$ cat src/rtl/grant_decoder_pkg.sv
// Shared types and constants for the grant decoder (state encoding, timer width).
package grant_decoder_pkg;

  typedef enum logic [0:0] {
    IDLE  = 1'b0,
    GRANT = 1'b1
  } state_t;

  localparam int TIMER_W = 8;

endpackage

$ cat src/rtl/grant_decoder_2to4_one_hot_decode.sv
// Combinational binary-to-one-hot expander: out[i] is high exactly when code == i.
module grant_decoder_2to4_one_hot_decode #(
  parameter int CODE_W = 2
) (
  input  logic [CODE_W-1:0]      code,
  output logic [(2**CODE_W)-1:0] one_hot
);

  localparam int N_OUT = 2**CODE_W;

  generate
    for (genvar gi = 0; gi < N_OUT; gi++) begin : g_line
      assign one_hot[gi] = (code == CODE_W'(gi));
    end
  endgenerate

endmodule

$ cat src/rtl/grant_decoder_2to4.sv
// Registered one-hot grant driver with ack handshake; optional hold timeout
// enabled by defining GRANT_DECODER_TIMEOUT_EN.
module grant_decoder_2to4
  import grant_decoder_pkg::*;
#(
  parameter int CODE_W  = 2,
  parameter int TIMEOUT = 15
) (
  input  logic                    clk,
  input  logic                    rst_n,
  input  logic                    in_valid,
  input  logic [CODE_W-1:0]       in_code,
  output logic                    in_ready,
  output logic [(2**CODE_W)-1:0]  grant,
  output logic                    grant_valid,
  input  logic                    grant_ack,
  output logic                    timeout
);

  localparam int N_OUT = 2**CODE_W;
  localparam logic [TIMER_W-1:0] TIMEOUT_L = TIMER_W'(TIMEOUT);

  state_t             state_reg, state_next;
  logic [N_OUT-1:0]   grant_reg, grant_next;
  logic               grant_valid_reg;
  logic [N_OUT-1:0]   decoded;
  logic               accept;

  grant_decoder_2to4_one_hot_decode #(
    .CODE_W (CODE_W)
  ) u_decode (
    .code    (in_code),
    .one_hot (decoded)
  );

  // In GRANT the ack doubles as ready so a new code can replace the grant with no idle gap.
  assign in_ready = (state_reg == IDLE) || grant_ack;
  assign accept   = in_valid && in_ready;

`ifdef GRANT_DECODER_TIMEOUT_EN
  logic [TIMER_W-1:0] timer_reg, timer_next;
  logic               timeout_reg, timeout_next;

  always_comb begin
    state_next   = state_reg;
    grant_next   = grant_reg;
    timer_next   = timer_reg;
    timeout_next = 1'b0;
    if (accept) begin
      state_next = GRANT;
      grant_next = decoded;
      timer_next = '0;
    end else if (state_reg == GRANT) begin
      if (grant_ack) begin
        state_next = IDLE;
        grant_next = '0;
      end else if (timer_reg == TIMEOUT_L) begin
        state_next   = IDLE;
        grant_next   = '0;
        timeout_next = 1'b1;
      end else begin
        timer_next = timer_reg + 1'b1;
      end
    end
  end

  always_ff @(posedge clk) begin
    if (!rst_n) begin
      timer_reg   <= '0;
      timeout_reg <= 1'b0;
    end else begin
      timer_reg   <= timer_next;
      timeout_reg <= timeout_next;
    end
  end

  assign timeout = timeout_reg;
`else
  logic unused_timeout_cfg;
  assign unused_timeout_cfg = ^TIMEOUT_L;

  always_comb begin
    state_next = state_reg;
    grant_next = grant_reg;
    if (accept) begin
      state_next = GRANT;
      grant_next = decoded;
    end else if (state_reg == GRANT && grant_ack) begin
      state_next = IDLE;
      grant_next = '0;
    end
  end

  assign timeout = 1'b0;
`endif

  always_ff @(posedge clk) begin
    if (!rst_n) begin
      state_reg       <= IDLE;
      grant_reg       <= '0;
      grant_valid_reg <= 1'b0;
    end else begin
      state_reg       <= state_next;
      grant_reg       <= grant_next;
      grant_valid_reg <= |grant_next;
    end
  end

  assign grant       = grant_reg;
  assign grant_valid = grant_valid_reg;

endmodule

$ cat config.mk
export PLATFORM = sky130hd
export DESIGN_NAME = grant_decoder_2to4
export DESIGN_NICKNAME = d
export VERILOG_FILES = /design/src/rtl/grant_decoder_pkg.sv /design/src/rtl/grant_decoder_2to4_one_hot_decode.sv /design/src/rtl/grant_decoder_2to4.sv
export SDC_FILE = /design/constraint.sdc
export NUM_CORES = 1
export LEC_CHECK = 0
export ABC_AREA = 1
export BUFFER_PORTS_ARGS = -buffer_cell sky130_fd_sc_hd__buf_2
export CORE_AREA = 2 2 39 41
export CTS_CLUSTER_SIZE = 24
export DETAILED_ROUTE_END_ITERATION = 8
export DIE_AREA = 0 0 41 43
export GPL_ROUTABILITY_DRIVEN = 0
export PLACE_DENSITY_LB_ADDON = 0.12
export SLEW_MARGIN = 20
export SYNTH_ARGS = -nofsm -noshare
export SYNTH_HDL_FRONTEND = slang
export SYNTH_SLANG_ARGS = --single-unit
$ cat constraint.sdc
create_clock -name clk -period 1.35 [get_ports clk]
set_clock_uncertainty 0.15 [all_clocks]
set_input_delay 0.135 -clock clk [delete_from_list [all_inputs] [get_ports clk]]
set_output_delay 0.135 -clock clk [all_outputs]
set_load 0.02 [all_outputs]
* After elaboration in Yosys (flattened, before gate mapping) *
Index checks and enable logic that the tools add are counted.

cells by class
  eq/ne operators = 3
  multiplexer cells = 4
  bitwise gates (word level) = 1
  reductions and logical operators = 6

operators by type and width
  operator              count
  $mux W4               2
  $eq A2 B2 Y1 const B  2
  $reduce_or A4 Y1      1
  $eq A2 B1 Y1 const B  1
  $logic_and A1 B1 Y1   2
  $logic_not A2 Y1      1
  $mux W1               2
  $reduce_bool A2 Y1    1
  $logic_or A1 B1 Y1    1
  $not A1 Y1            1

storage, ports and cells
  register bits = 6
  input port bits = 6
  output and inout port bits = 7
  word-level logic and storage cells = 17

* Longest topological paths before layout *
Gate-level depths: netlist (run 1).

  depth in word-level cells = 5
  mapped depth = 8
  depth with buffers taken out = 8

* Hierarchy *
A second synthesis (run 1) with hierarchy kept.

second synthesis, totals
  cells, all modules = 42
  area, all modules = 281.5 um^2

by module, submodules not included
  module                             instances  cells an instance  area an instance (um^2)  sequential area each (um^2)
  grant_decoder_2to4                 1          35                 255.2                    120.1
  grant_decoder_2to4_one_hot_decode  1          7                  26.3                     0.0

* Least setup slack after synthesis (run 1) *
OpenSTA, ideal clock, no wires.

  path kind = register to register
  from = register state_reg
  to = register grant_valid_reg, in the netlist grant_valid
  library setup time = 0.117 ns
  arrival time = 0.821 ns
  required time = 1.083 ns
  path slack = 0.262 ns
  stages on the path, launching flop included = 8
  buffers on the path = 0
  clock period less this slack = 1.088 ns
  path through = dfxtp_1 > nand2_4 > nand2_4 > nand2_1 > nand2_2 > nand2_1 > nor2_1 > nor2_1

on the way
  word-level cells in the longest chain between the ends = 5
  elaborated cells on any way between the ends = 7
  classes of those cells = mux: 2; bitwise: 1; reduce/logical: 4

ends and longest elaborated chain
  element                 RTL line                   RTL
  start, declared         grant_decoder_2to4.sv:23   state_t state_reg, state_next;
  start signal, assigned  grant_decoder_2to4.sv:103  state_reg <= state_next;
  $not A1 Y1              grant_decoder_2to4.sv:37   assign in_ready = (state_reg == IDLE) || grant_ack;
  $logic_or A1 B1 Y1      grant_decoder_2to4.sv:37
  via in_ready            grant_decoder_2to4.sv:13   output logic in_ready,
  $logic_and A1 B1 Y1     grant_decoder_2to4.sv:38   assign accept = in_valid && in_ready;
  $mux W4                 grant_decoder_2to4.sv:85   if (accept) begin
  $reduce_or A4 Y1        grant_decoder_2to4.sv:105  grant_valid_reg <= |grant_next;
  end signal, assigned    grant_decoder_2to4.sv:105
  end, declared           grant_decoder_2to4.sv:25   logic grant_valid_reg;

The timed path passes the listed nets, and every way through them passes these cells.
A chain may end at the register's enable or synchronous reset.

* Final worst setup path (run 1) *
  from = register state_reg
  to = register grant_valid_reg, in the netlist grant_valid

on the way
  word-level cells in the longest chain between the ends = 5
  elaborated cells on any way between the ends = 7
  classes of those cells = mux: 2; bitwise: 1; reduce/logical: 4

ends and longest elaborated chain
  element               RTL line
  $not A1 Y1            grant_decoder_2to4.sv:37
  $logic_or A1 B1 Y1    grant_decoder_2to4.sv:37
  $logic_and A1 B1 Y1   grant_decoder_2to4.sv:38
  $mux W4 (*)           grant_decoder_2to4.sv:85
  $reduce_or A4 Y1 (*)  grant_decoder_2to4.sv:105

Mark *: on every way between the ends. The rest lies on a longest branch, timed or not.

==> results of run 1 <==
## worst max-delay path: cells and delay by family (launching register included)
| kind | cells | cell delay [ps] |
|---|---|---|
| DFF | 1 | 360 |
| and+or+nand+nor | 7 | 540 |
## per-layer routing
layer	vias up	share of wire, %
li1	158	-
met1	122	47
met2	9	46
met3	0	7.3
met4	0	0
met5	-	0
## kinds of logic (layout without fill, tap and decap cells)
| group | count (synthesis) | count (layout) | share of synthesized area, % |
|---|---|---|---|
| and+or+nand+nor | 31 | 31 | 48.29 |
| DFF | 6 | 6 | 41.03 |
| buffers and inverters | 5 | 18 | 7.692 |
| other | 1 | 1 | 1.281 |
| AOI/OAI and AO/OA | 1 | 1 | 1.708 |
## how the worst max path moves through the flow
| stage | start | to | slack (ps) | cells past startpoint |
|---|---|---|---|---|
| 6_report | state_reg | grant_valid | 200 | 7 |
| 3_3_place_gp | state_reg | grant_valid | 190 | 7 |
| 5_1_grt | state_reg | grant_valid | 70 | 7 |
| 2_1_floorplan | state_reg | grant_valid | 260 | 7 |
| 3_5_place_dp | state_reg | grant_valid | 190 | 7 |
| 4_1_cts | state_reg | grant_valid | 180 | 7 |
## cell type report
cell class	count	area, um^2
clock buffers	3	22.52
fillers	163	1001
inverters	4	15.01
multi-input cells	33	150.1
flip-flops and latches	6	120.1
well taps	16	20.02
repair buffers	11	55.05
## synth_stat cells, drive strengths merged
master	count	area [um^2]
buf	1	7.510
conb	1	3.750
a21oi	1	5.000
dfxtp	6	120.1
inv	4	15.01
nand2	21	98.84
nor2	6	22.52
nand3	4	20.02
## power groups by stage
stage          clock, mW  sequential, mW  combinational (mW)
6_report           0.160           0.198              0.0968
5_1_grt            0.185           0.199               0.111
4_1_cts            0.174           0.198              0.0984
3_5_place_dp           0           0.201              0.0980
3_3_place_gp           0           0.201              0.0984
2_1_floorplan          0           0.216              0.0540
==> results.py, run 1 <==
metrics = {
    "sta": {
        "final_max_slew_viol_count": 0,
        "max_freq_mhz": 866.1,
        "finalCriticalPeriod_ps": 1155,
        "finalSetupViolations": 0,
        "setup_tns_ps": 0,
        "min_period_over_period_pct": 85.53,
        "worst_slack_ps": 195.4,
        "rsz0062_at_grt": "false",
        "hold_violations": 0,
        "whs_ps": 43.21,
    },
    "power_and_ir_drop": {
        "power_frac_comb_pct": 21.3,
        "ir_drop_v": 0.0005794,
        "netSwitchingPower_uw": 128.5,
        "power_uw": 454.8,
        "p_sw_share_pct": 28.25,
        "cellInternalPower_uw": 326.3,
        "clkPwrFrac_pct": 35.2,
        "pwr-share-seq_pct": 43.5,
        "power.density_mw_per_mm2": 1188,
        "p_leak_nw": 0.2218,
    },
    "grt": {
        "met3_usage_pct": 7.853,
        "grt.busiest_layer": "met2",
        "grt_pass1_vias": 269,
        "grt_max_degree": 8,
        "grt_first_pass_wirelength_um": 1000,
        "track_usage_pct": 8.963,
        "grtUsageMet1_pct": 10.71,
        "antenna_found_initial": 0,
        "grt_overflow": 0,
        "grt_use_met2_pct": 11.88,
    },
    "yosys": {
        "synth_nets": 50,
        "ys_ff_latch": 6,
        "netlist_area_um2": 292.8,
        "syn_inst": 44,
        "synthDistinctLibCells": 10,
        "syn_area_per_cell_um2": 6.654,
        "synth_warnings": 0,
        "yosysSeqAreaShare_pct": 41.03,
    },
    "detailed_routing": {
        "ant_nets": 0,
        "wl_per_cell_um": 7.836,
        "wl_um": 572,
        "drt_pass1_iterations": 4,
        "routed_via_density": 3.959,
        "via_count": 289,
        "remaining_drc_errors": 0,
        "drt_first_iter_violations": 6,
    },
    "cts": {
        "clockBufferDepth": 2,
        "clk_latency_ps": 240,
        "cts.clk_slew.worst_paths_ps": 40,
        "cts_resized": 0,
        "cts_tree": "built",
        "cts_setup_buffers": 0,
        "cts_sinks": 6,
        "h-tree-depth": 1,
        "cts_made_buffers": 3,
        "hold_buffers": 0,
        "cts-root-buf": "clkbuf_4",
    },
    "critical_path": {
        "cp-end-kind": "register",
        "slowest_delay_ps": 360,
        "cp_cell_sequence": "nand2_1 > nand2_1 > nand2_1 > nand2_2 > nand2_1 > nor2_1 > nor2_1",
        "r2r_cells": 7,
        "critPathRequiredTime_ps": 1330,
        "path_class": "register to register",
        "start_kind": "register",
        "r2r-end": "grant_valid",
        "crit_slowest_cell": "dfxtp_1",
        "crit_arrival_ps": 1130,
        "crit_path_max_fanout": 4,
        "r2r-start": "state_reg",
        "cpMostUsedCell": "nand2_1",
        "r2r_slack_ps": 200,
    },
    "floorplan": {
        "fp.dieH_um": 43,
        "io_pins": 13,
        "start_util_pct": 21.16,
        "rows": 14,
        "die-area_mm2": 0.001763,
        "coreArea_mm2": 0.001384,
        "die_w_um": 41,
    },
    "worst_hold_path": {
        "min-delay-start": "rst_n",
        "min_to": "grant[3]",
        "hold_class": "primary input to register",
        "hold_depth": 3,
    },
    "placed_design": {
        "dp_slack_ps": 191.9,
        "place_area_um2": 360.3,
        "placedCellCount": 70,
        "io_buffers": 11,
        "hpwl_um": 456.2,
    },
    "finish": {
        "final_common_cell": "nand2_1",
        "largest_reg_flops": 4,
        "final_cell_mix": "nand2_1, buf_2, nor2_1, dfxtp_1",
        "instances_no_fill": 73,
        "post-route-util_pct": 27.67,
        "nNetsFinal": 65,
        "area_growth_pct": 30.77,
        "drive_gt1_share_pct": 31.58,
        "antenna_cells": 0,
        "stdcell_area_um2": 382.9,
    },
    "run_status": {
        "status": "complete, no violations",
    },
    "job": {
        "cap_violations": 0,
    },
}
No activity file was read; power rests on OpenSTA's default activity.
==> run 2: changes to the inputs <==
--- a/config.mk
+++ b/config.mk
@@ -5,7 +5,7 @@
 export SDC_FILE = /design/constraint.sdc
 export NUM_CORES = 1
 export LEC_CHECK = 0
-export ABC_AREA = 1
+export ABC_AREA = 0
 export BUFFER_PORTS_ARGS = -buffer_cell sky130_fd_sc_hd__buf_2
 export CORE_AREA = 2 2 39 41
 export CTS_CLUSTER_SIZE = 24
==> run 2 against run 1 <==
Against the previous run: area after synthesis up 24%; wire length up 29%; sequential share of layout area down 3.9 points; combinational power down 4.5%; flip-flop and latch count unchanged; critical path type is now register to output pin; largest cell class unchanged.
==> results.py, run 2 <==
metrics = {
    "yosys": {
        "ys_ff_latch": 6,
        "synthTopCellsByArea": "dfxtp_1, a211oi_2, a2111oi_4, nor2_1, nand2b_2",
        "syn_inst": 37,
        "syn_area_per_cell_um2": 9.773,
        "synth_warnings": 0,
        "async_reset_ff_share_pct": 0,
        "synthDistinctLibCells": 20,
        "synth_nets": 43,
        "yosysTopAreaCell": "dfxtp_1",
        "yosys-top-cells-count": "dfxtp_1, nor2_1, a211oi_2, a21oi_1, inv_2",
        "yosysSeqAreaShare_pct": 33.22,
        "synth-edff-count": 0,
        "synth_top_area_share_pct": 33.22,
        "synth_ff_type": "dfxtp_1",
        "netlist_area_um2": 361.6,
        "synth.most_common_cell": "dfxtp_1",
    },
    "power_and_ir_drop": {
        "ir_drop_v": 0.0004345,
        "power.density_mw_per_mm2": 1002,
        "netSwitchingPower_uw": 126.6,
        "p_sw_share_pct": 27.98,
        "clkPwrFrac_pct": 35.8,
        "power_frac_comb_pct": 20.4,
        "p_leak_nw": 0.1871,
        "cellInternalPower_uw": 325.8,
        "pwr-share-seq_pct": 43.7,
    },
    "floorplan": {
        "coreArea_mm2": 0.001384,
        "rows": 14,
        "die_w_um": 41,
        "fp.dieH_um": 43,
        "start_util_pct": 26.13,
        "die-area_mm2": 0.001763,
        "io_pins": 13,
    },
    "critical_path": {
        "crit_path_max_fanout": 6,
        "r2r-end": "grant_valid",
        "cp.depth": 3,
        "path_delay_family": "flip-flops",
        "worstSetupStartpoint": "state_reg",
        "r2r_slack_ps": 70,
        "path_class": "register to output pin",
        "cp-end-kind": "output pin",
        "crit_buf_inv": 2,
        "start_kind": "register",
        "crit_arrival_ps": 1020,
        "r2r-start": "state_reg",
        "crit_slowest_cell": "dfxtp_4",
        "slowest_delay_ps": 380,
        "critPathRequiredTime_ps": 1070,
        "crit_path_end": "in_ready",
        "r2r_cells": 3,
        "cp_cell_sequence": "and2b_4 > inv_2 > buf_2",
    },
    "cts": {
        "clk_latency_ps": 240,
        "h-tree-depth": 1,
        "cts_sinks": 6,
        "cts-root-buf": "clkbuf_4",
        "cts_tree": "built",
        "cts.clk_slew.worst_paths_ps": 40,
        "clockBufferDepth": 2,
        "cts_made_buffers": 3,
    },
    "placed_design": {
        "io_buffers": 11,
        "placedCellCount": 62,
        "hpwl_um": 593.3,
    },
    "detailed_routing": {
        "drt_pass1_iterations": 2,
        "ant_nets": 0,
        "routed_via_density": 4.545,
        "remaining_drc_errors": 0,
        "wl_per_cell_um": 11.15,
        "drt_first_iter_violations": 3,
        "via_count": 300,
        "wl_um": 736,
    },
    "finish": {
        "area_growth_pct": 24.91,
        "largest_reg_flops": 4,
        "fillers": 163,
        "multi_input_comb_area_um2": 207.7,
        "nNetsFinal": 58,
        "seq_area_um2": 123.9,
        "instances_no_fill": 66,
        "antenna_cells": 0,
        "final_cell_mix": "buf_2, nor2_1, dfxtp_1",
        "final_common_cell": "buf_2",
        "drive_gt1_share_pct": 58.00,
    },
    "grt": {
        "grt_overflow": 0,
        "grtUsageMet1_pct": 14.10,
        "track_usage_pct": 10.43,
        "grt_first_pass_wirelength_um": 1242,
        "grt.busiest_layer": "met1",
        "met3_usage_pct": 1.571,
        "grt_pass1_vias": 302,
        "grt_use_met2_pct": 14.06,
        "antenna_found_initial": 0,
        "grt_max_degree": 10,
    },
    "sta": {
        "final_max_slew_viol_count": 0,
        "max_freq_mhz": 766.7,
        "finalCriticalPeriod_ps": 1304,
        "whs_ps": 48.20,
        "min_period_over_period_pct": 96.61,
        "finalSetupViolations": 0,
        "rsz0062_at_grt": "false",
        "hold_violations": 0,
    },
    "run_status": {
        "status": "complete, no violations",
    },
    "job": {
        "cap_violations": 0,
    },
    "worst_hold_path": {
        "hold_class": "primary input to register",
    },
}
## run 2: cell types whose count changed after synthesis, moves of 2 or more
cell      before  now
nand2_1       17    1
nand2_4        2    0
inv_2          0    3
a211oi_2       0    3
nand3_1        4    1
nor3b_1        0    2
nand2b_2       0    2
inv_1          4    1
a21oi_1        1    3
nand2_2        2    0
## run 2: per-stage QoR
stage	cell area (um^2)	setup WS, ps	util (%)	power (mW)	TNS [ps]
after floorplan	361.6	86.34	-	0.2662	0
after global placement	417.9	36.33	30.20	0.2911	0
after detailed placement	417.9	-2.603	30.20	0.2922	-2.603
after CTS	444.2	26.41	32.10	0.4565	0
after global routing	451.7	6.838	32.64	0.4812	0
final	451.7	45.76	32.64	0.4524	0
## run 2: worst register-to-register path: stages (launching register included)
cell and delay [ps]:
dfxtp_4 360, and2b_4 200, a221oi_2 320, a41oi_2 130
## run 2: kinds of logic (layout without fill, tap and decap cells)
kind of cell           count (synthesis)  after routing  synth area share [%]
buffers and inverters                  6             19                 9.342
other                                  1              1                 1.037
and+or+nand+nor                       14             14                 23.53
AOI/OAI and AO/OA                     10             10                 32.87
DFF                                    6              6                 33.22
## run 2: cell type report
cell class	instances	share of cell area, %
inverters	4	3.324
repair buffers	12	13.85
flip-flops and latches	6	27.42
multi-input cells	25	45.98
well taps	16	4.432
clock buffers	3	4.986
## run 2: power by group through the flow
stage          sequential [mW]  clock, mW  combinational [mW]
2_1_floorplan            0.212          0              0.0539
3_3_place_gp             0.202          0              0.0890
3_5_place_dp             0.202          0              0.0899
4_1_cts                  0.199      0.167              0.0904
5_1_grt                  0.199      0.181               0.101
6_report                 0.198      0.162              0.0924
## run 2: how the worst min path moves through the flow
stage,slack [ps],start,endpoint,cells after the start
3_3_place_gp,300,rst_n,grant[2],3
2_1_floorplan,140,grant_ack,grant[3],2
6_report,50,rst_n,grant[1],3
5_1_grt,80,rst_n,grant[2],3
3_5_place_dp,300,rst_n,grant[1],3
4_1_cts,40,rst_n,grant[1],3
## run 2: layer usage
metal	wire length [um]	part of all wire, %	vias to the layer above
li1	-	-	154
met1	358	49	135
met2	328	45	9
met3	32	4.3	2
met4	18	2.4	0
met5	0	0	-
## run 2: repair_timing
item | in CTS | in global routing
buffers inserted | 0 | 1
cloned | 0 | 0
gates resized for setup | 2 | 0
hold buffers | 0 | 0
setup endpoints to repair | 2 | 2
hold endpoints to repair | 0 | 0
==> run 3: changes to the inputs <==
--- a/config.mk
+++ b/config.mk
@@ -16,4 +16,5 @@
 export SLEW_MARGIN = 20
 export SYNTH_ARGS = -nofsm -noshare
 export SYNTH_HDL_FRONTEND = slang
+export SYNTH_HIERARCHICAL = 1
 export SYNTH_SLANG_ARGS = --single-unit
==> run 3 against run 2 <==
Against the previous run: utilization is 0.63 points lower; die area stayed put; via count decreased by 1.3%; critical path type is now register to register; first-iteration DRC count rose by 67%; sequential power hardly changed; final area is 1.9% lower; worst setup slack better by 2.2 ps; synthesized cell count stayed put; fmax is 0.17% higher.
==> results.py, run 3 <==
metrics = {
    "grt": {
        "grt_first_pass_wirelength_um": 1104,
        "track_usage_pct": 9.538,
        "antenna_found_initial": 0,
        "grt_max_degree": 8,
        "grt_pass1_vias": 281,
        "grt_overflow": 0,
    },
    "yosys": {
        "syn_area_per_cell_um2": 9.097,
        "yosysTopAreaCell": "dfxtp_1",
        "synth_nets": 43,
        "ys_ff_latch": 6,
        "synth_ff_type": "dfxtp_1",
        "synth_warnings": 6,
        "synthDistinctLibCells": 16,
        "async_reset_ff_share_pct": 0,
        "syn_inst": 37,
        "synth.most_common_cell": "dfxtp_1",
        "netlist_area_um2": 336.6,
        "synth-edff-count": 0,
        "synthTopCellsByArea": "dfxtp_1, mux2i_1, o221ai_1, nand3_1, and2_1",
        "yosysSeqAreaShare_pct": 35.69,
        "yosys-top-cells-count": "dfxtp_1, inv_1, mux2i_1, nand3_1, o221ai_1",
        "synth_top_area_share_pct": 35.69,
    },
    "power_and_ir_drop": {
        "power.density_mw_per_mm2": 1018,
        "p_leak_nw": 0.2046,
        "ir_drop_v": 0.0004551,
    },
    "floorplan": {
        "fp.dieH_um": 43,
        "die_w_um": 41,
        "rows": 14,
        "die-area_mm2": 0.001763,
        "start_util_pct": 24.32,
        "io_pins": 13,
        "coreArea_mm2": 0.001384,
    },
    "cts": {
        "hold_buffers": 0,
        "cts.clk_slew.worst_paths_ps": 40,
        "cts_tree": "built",
        "cts_made_buffers": 3,
        "clk_latency_ps": 230,
        "cts-root-buf": "clkbuf_4",
        "cts_sinks": 6,
        "h-tree-depth": 1,
        "clockBufferDepth": 2,
    },
    "detailed_routing": {
        "drt_pass1_iterations": 2,
        "wl_um": 716,
        "wl_per_cell_um": 10.69,
        "via_count": 296,
        "ant_nets": 0,
        "drt_first_iter_violations": 5,
        "routed_via_density": 4.418,
        "remaining_drc_errors": 0,
    },
    "placed_design": {
        "io_buffers": 11,
        "hpwl_um": 561.2,
        "placedCellCount": 64,
        "dp_slack_ps": -78.82,
    },
    "finish": {
        "area_growth_pct": 31.60,
        "final_common_cell": "buf_2",
        "instances_no_fill": 67,
        "antenna_cells": 0,
        "largest_reg_flops": 4,
        "drive_gt1_share_pct": 43.14,
        "nNetsFinal": 59,
        "final_cell_mix": "buf_2, inv_1, dfxtp_1",
    },
    "critical_path": {
        "crit_path_max_fanout": 3,
        "crit_arrival_ps": 1270,
        "slowest_delay_ps": 440,
        "path_class": "register to register",
        "r2r_cells": 3,
        "path_delay_family": "compound AO/OA/AOI/OAI gates",
        "start_kind": "register",
        "cp.depth": 3,
        "crit_buf_inv": 0,
        "cp_cell_sequence": "mux2i_1 > o221ai_1 > o41a_1",
        "crit_slowest_cell": "o41a_1",
        "critPathRequiredTime_ps": 1320,
        "cp-end-kind": "register",
    },
    "job": {
        "cap_violations": 0,
    },
    "sta": {
        "final_max_slew_viol_count": 0,
        "hold_violations": 0,
        "worst_slack_ps": 47.99,
        "max_freq_mhz": 768.0,
        "whs_ps": 21.58,
        "rsz0062_at_grt": "false",
        "finalCriticalPeriod_ps": 1302,
        "min_period_over_period_pct": 96.45,
        "finalSetupViolations": 0,
    },
    "worst_hold_path": {
        "hold_depth": 2,
        "hold_class": "primary input to register",
    },
    "run_status": {
        "status": "complete, no violations",
    },
}
==> run 3: cell types whose count changed in the layout (fill, tap and decap cells not counted), sizes merged, moves of 3 or more <==
| cell | before | now |
|---|---|---|
| a211oi | 4 | 0 |
| a21oi | 3 | 0 |
| and2 | 0 | 5 |
| mux2i | 0 | 4 |
| nand3 | 1 | 4 |
| nor2 | 5 | 1 |
| o221ai | 0 | 4 |
==> run 3: worst paths after layout <==
| check | startpoint | to | slack, ps |
|---|---|---|---|
| max | grant[0] | grant_valid | 50 |
| min reg2reg | state_reg | state_reg | 430 |
| max reg2reg | grant[0] | grant_valid | 50 |
| min | rst_n | grant[3] | 20 |
==> run 3: cell families (layout without fill, tap and decap cells) <==
| family | Yosys count | in the layout | synth area share [%] |
|---|---|---|---|
| mux | 4 | 4 | 11.90 |
| flops | 6 | 6 | 35.69 |
| other cells | 1 | 1 | 1.114 |
| compound gates | 6 | 6 | 15.98 |
| simple gates | 13 | 13 | 24.16 |
| buf+inv | 7 | 21 | 11.15 |
==> run 3: final cells by class <==
type / count / area, um^2
sequential: 6 / 121.4
multi-input combinational: 24 / 190.2
clock buffer: 3 / 22.52
inverter: 5 / 18.77
tap: 16 / 20.02
fill: 150 / 940.9
timing repair buffer: 13 / 70.07
==> run 3: timing repair <==
item,4_1_cts,5_1_grt
resized for setup,0,3
setup endpoints to repair,0,1
setup buffers,0,0
==> run 3: power by group <==
group / switching, mW / leakage, nW / total (mW) / internal, mW
Sequential: 0.00919 / 0.0497 / 0.200 / 0.191
Clock: 0.0567 / 0.0138 / 0.157 / 0.100
Combinational: 0.0521 / 0.141 / 0.0944 / 0.0423
==> run 3: through the flow <==
stage | util (%) | area (um^2) | TNS, ps | total power [mW]
after detailed placement | 29.48 | 407.9 | -78.82 | 0.2931
after CTS | 31.10 | 430.4 | 0 | 0.4595
after global placement | 29.48 | 407.9 | -49.12 | 0.2929
final | 32.01 | 442.9 | 0 | 0.4511
after global routing | 32.01 | 442.9 | 0 | 0.4834
after floorplan | - | 336.6 | 0 | 0.2630
==> run 3: routing by layer <==
layer | vias up | GRT usage (%) | wire length [um]
met4 | 0 | 10.00 | 5
met2 | 8 | 11.56 | 314
met3 | 2 | 1.571 | 42
met1 | 131 | 12.86 | 354
li1 | 155 | - | -
met5 | - | 0 | 0
==> run 3: worst reg2reg max path: cells and delay by family (launching register included) <==
kind / cells / cell delay (ps)
compound gates: 2 / 600
flops: 1 / 310
mux: 1 / 120
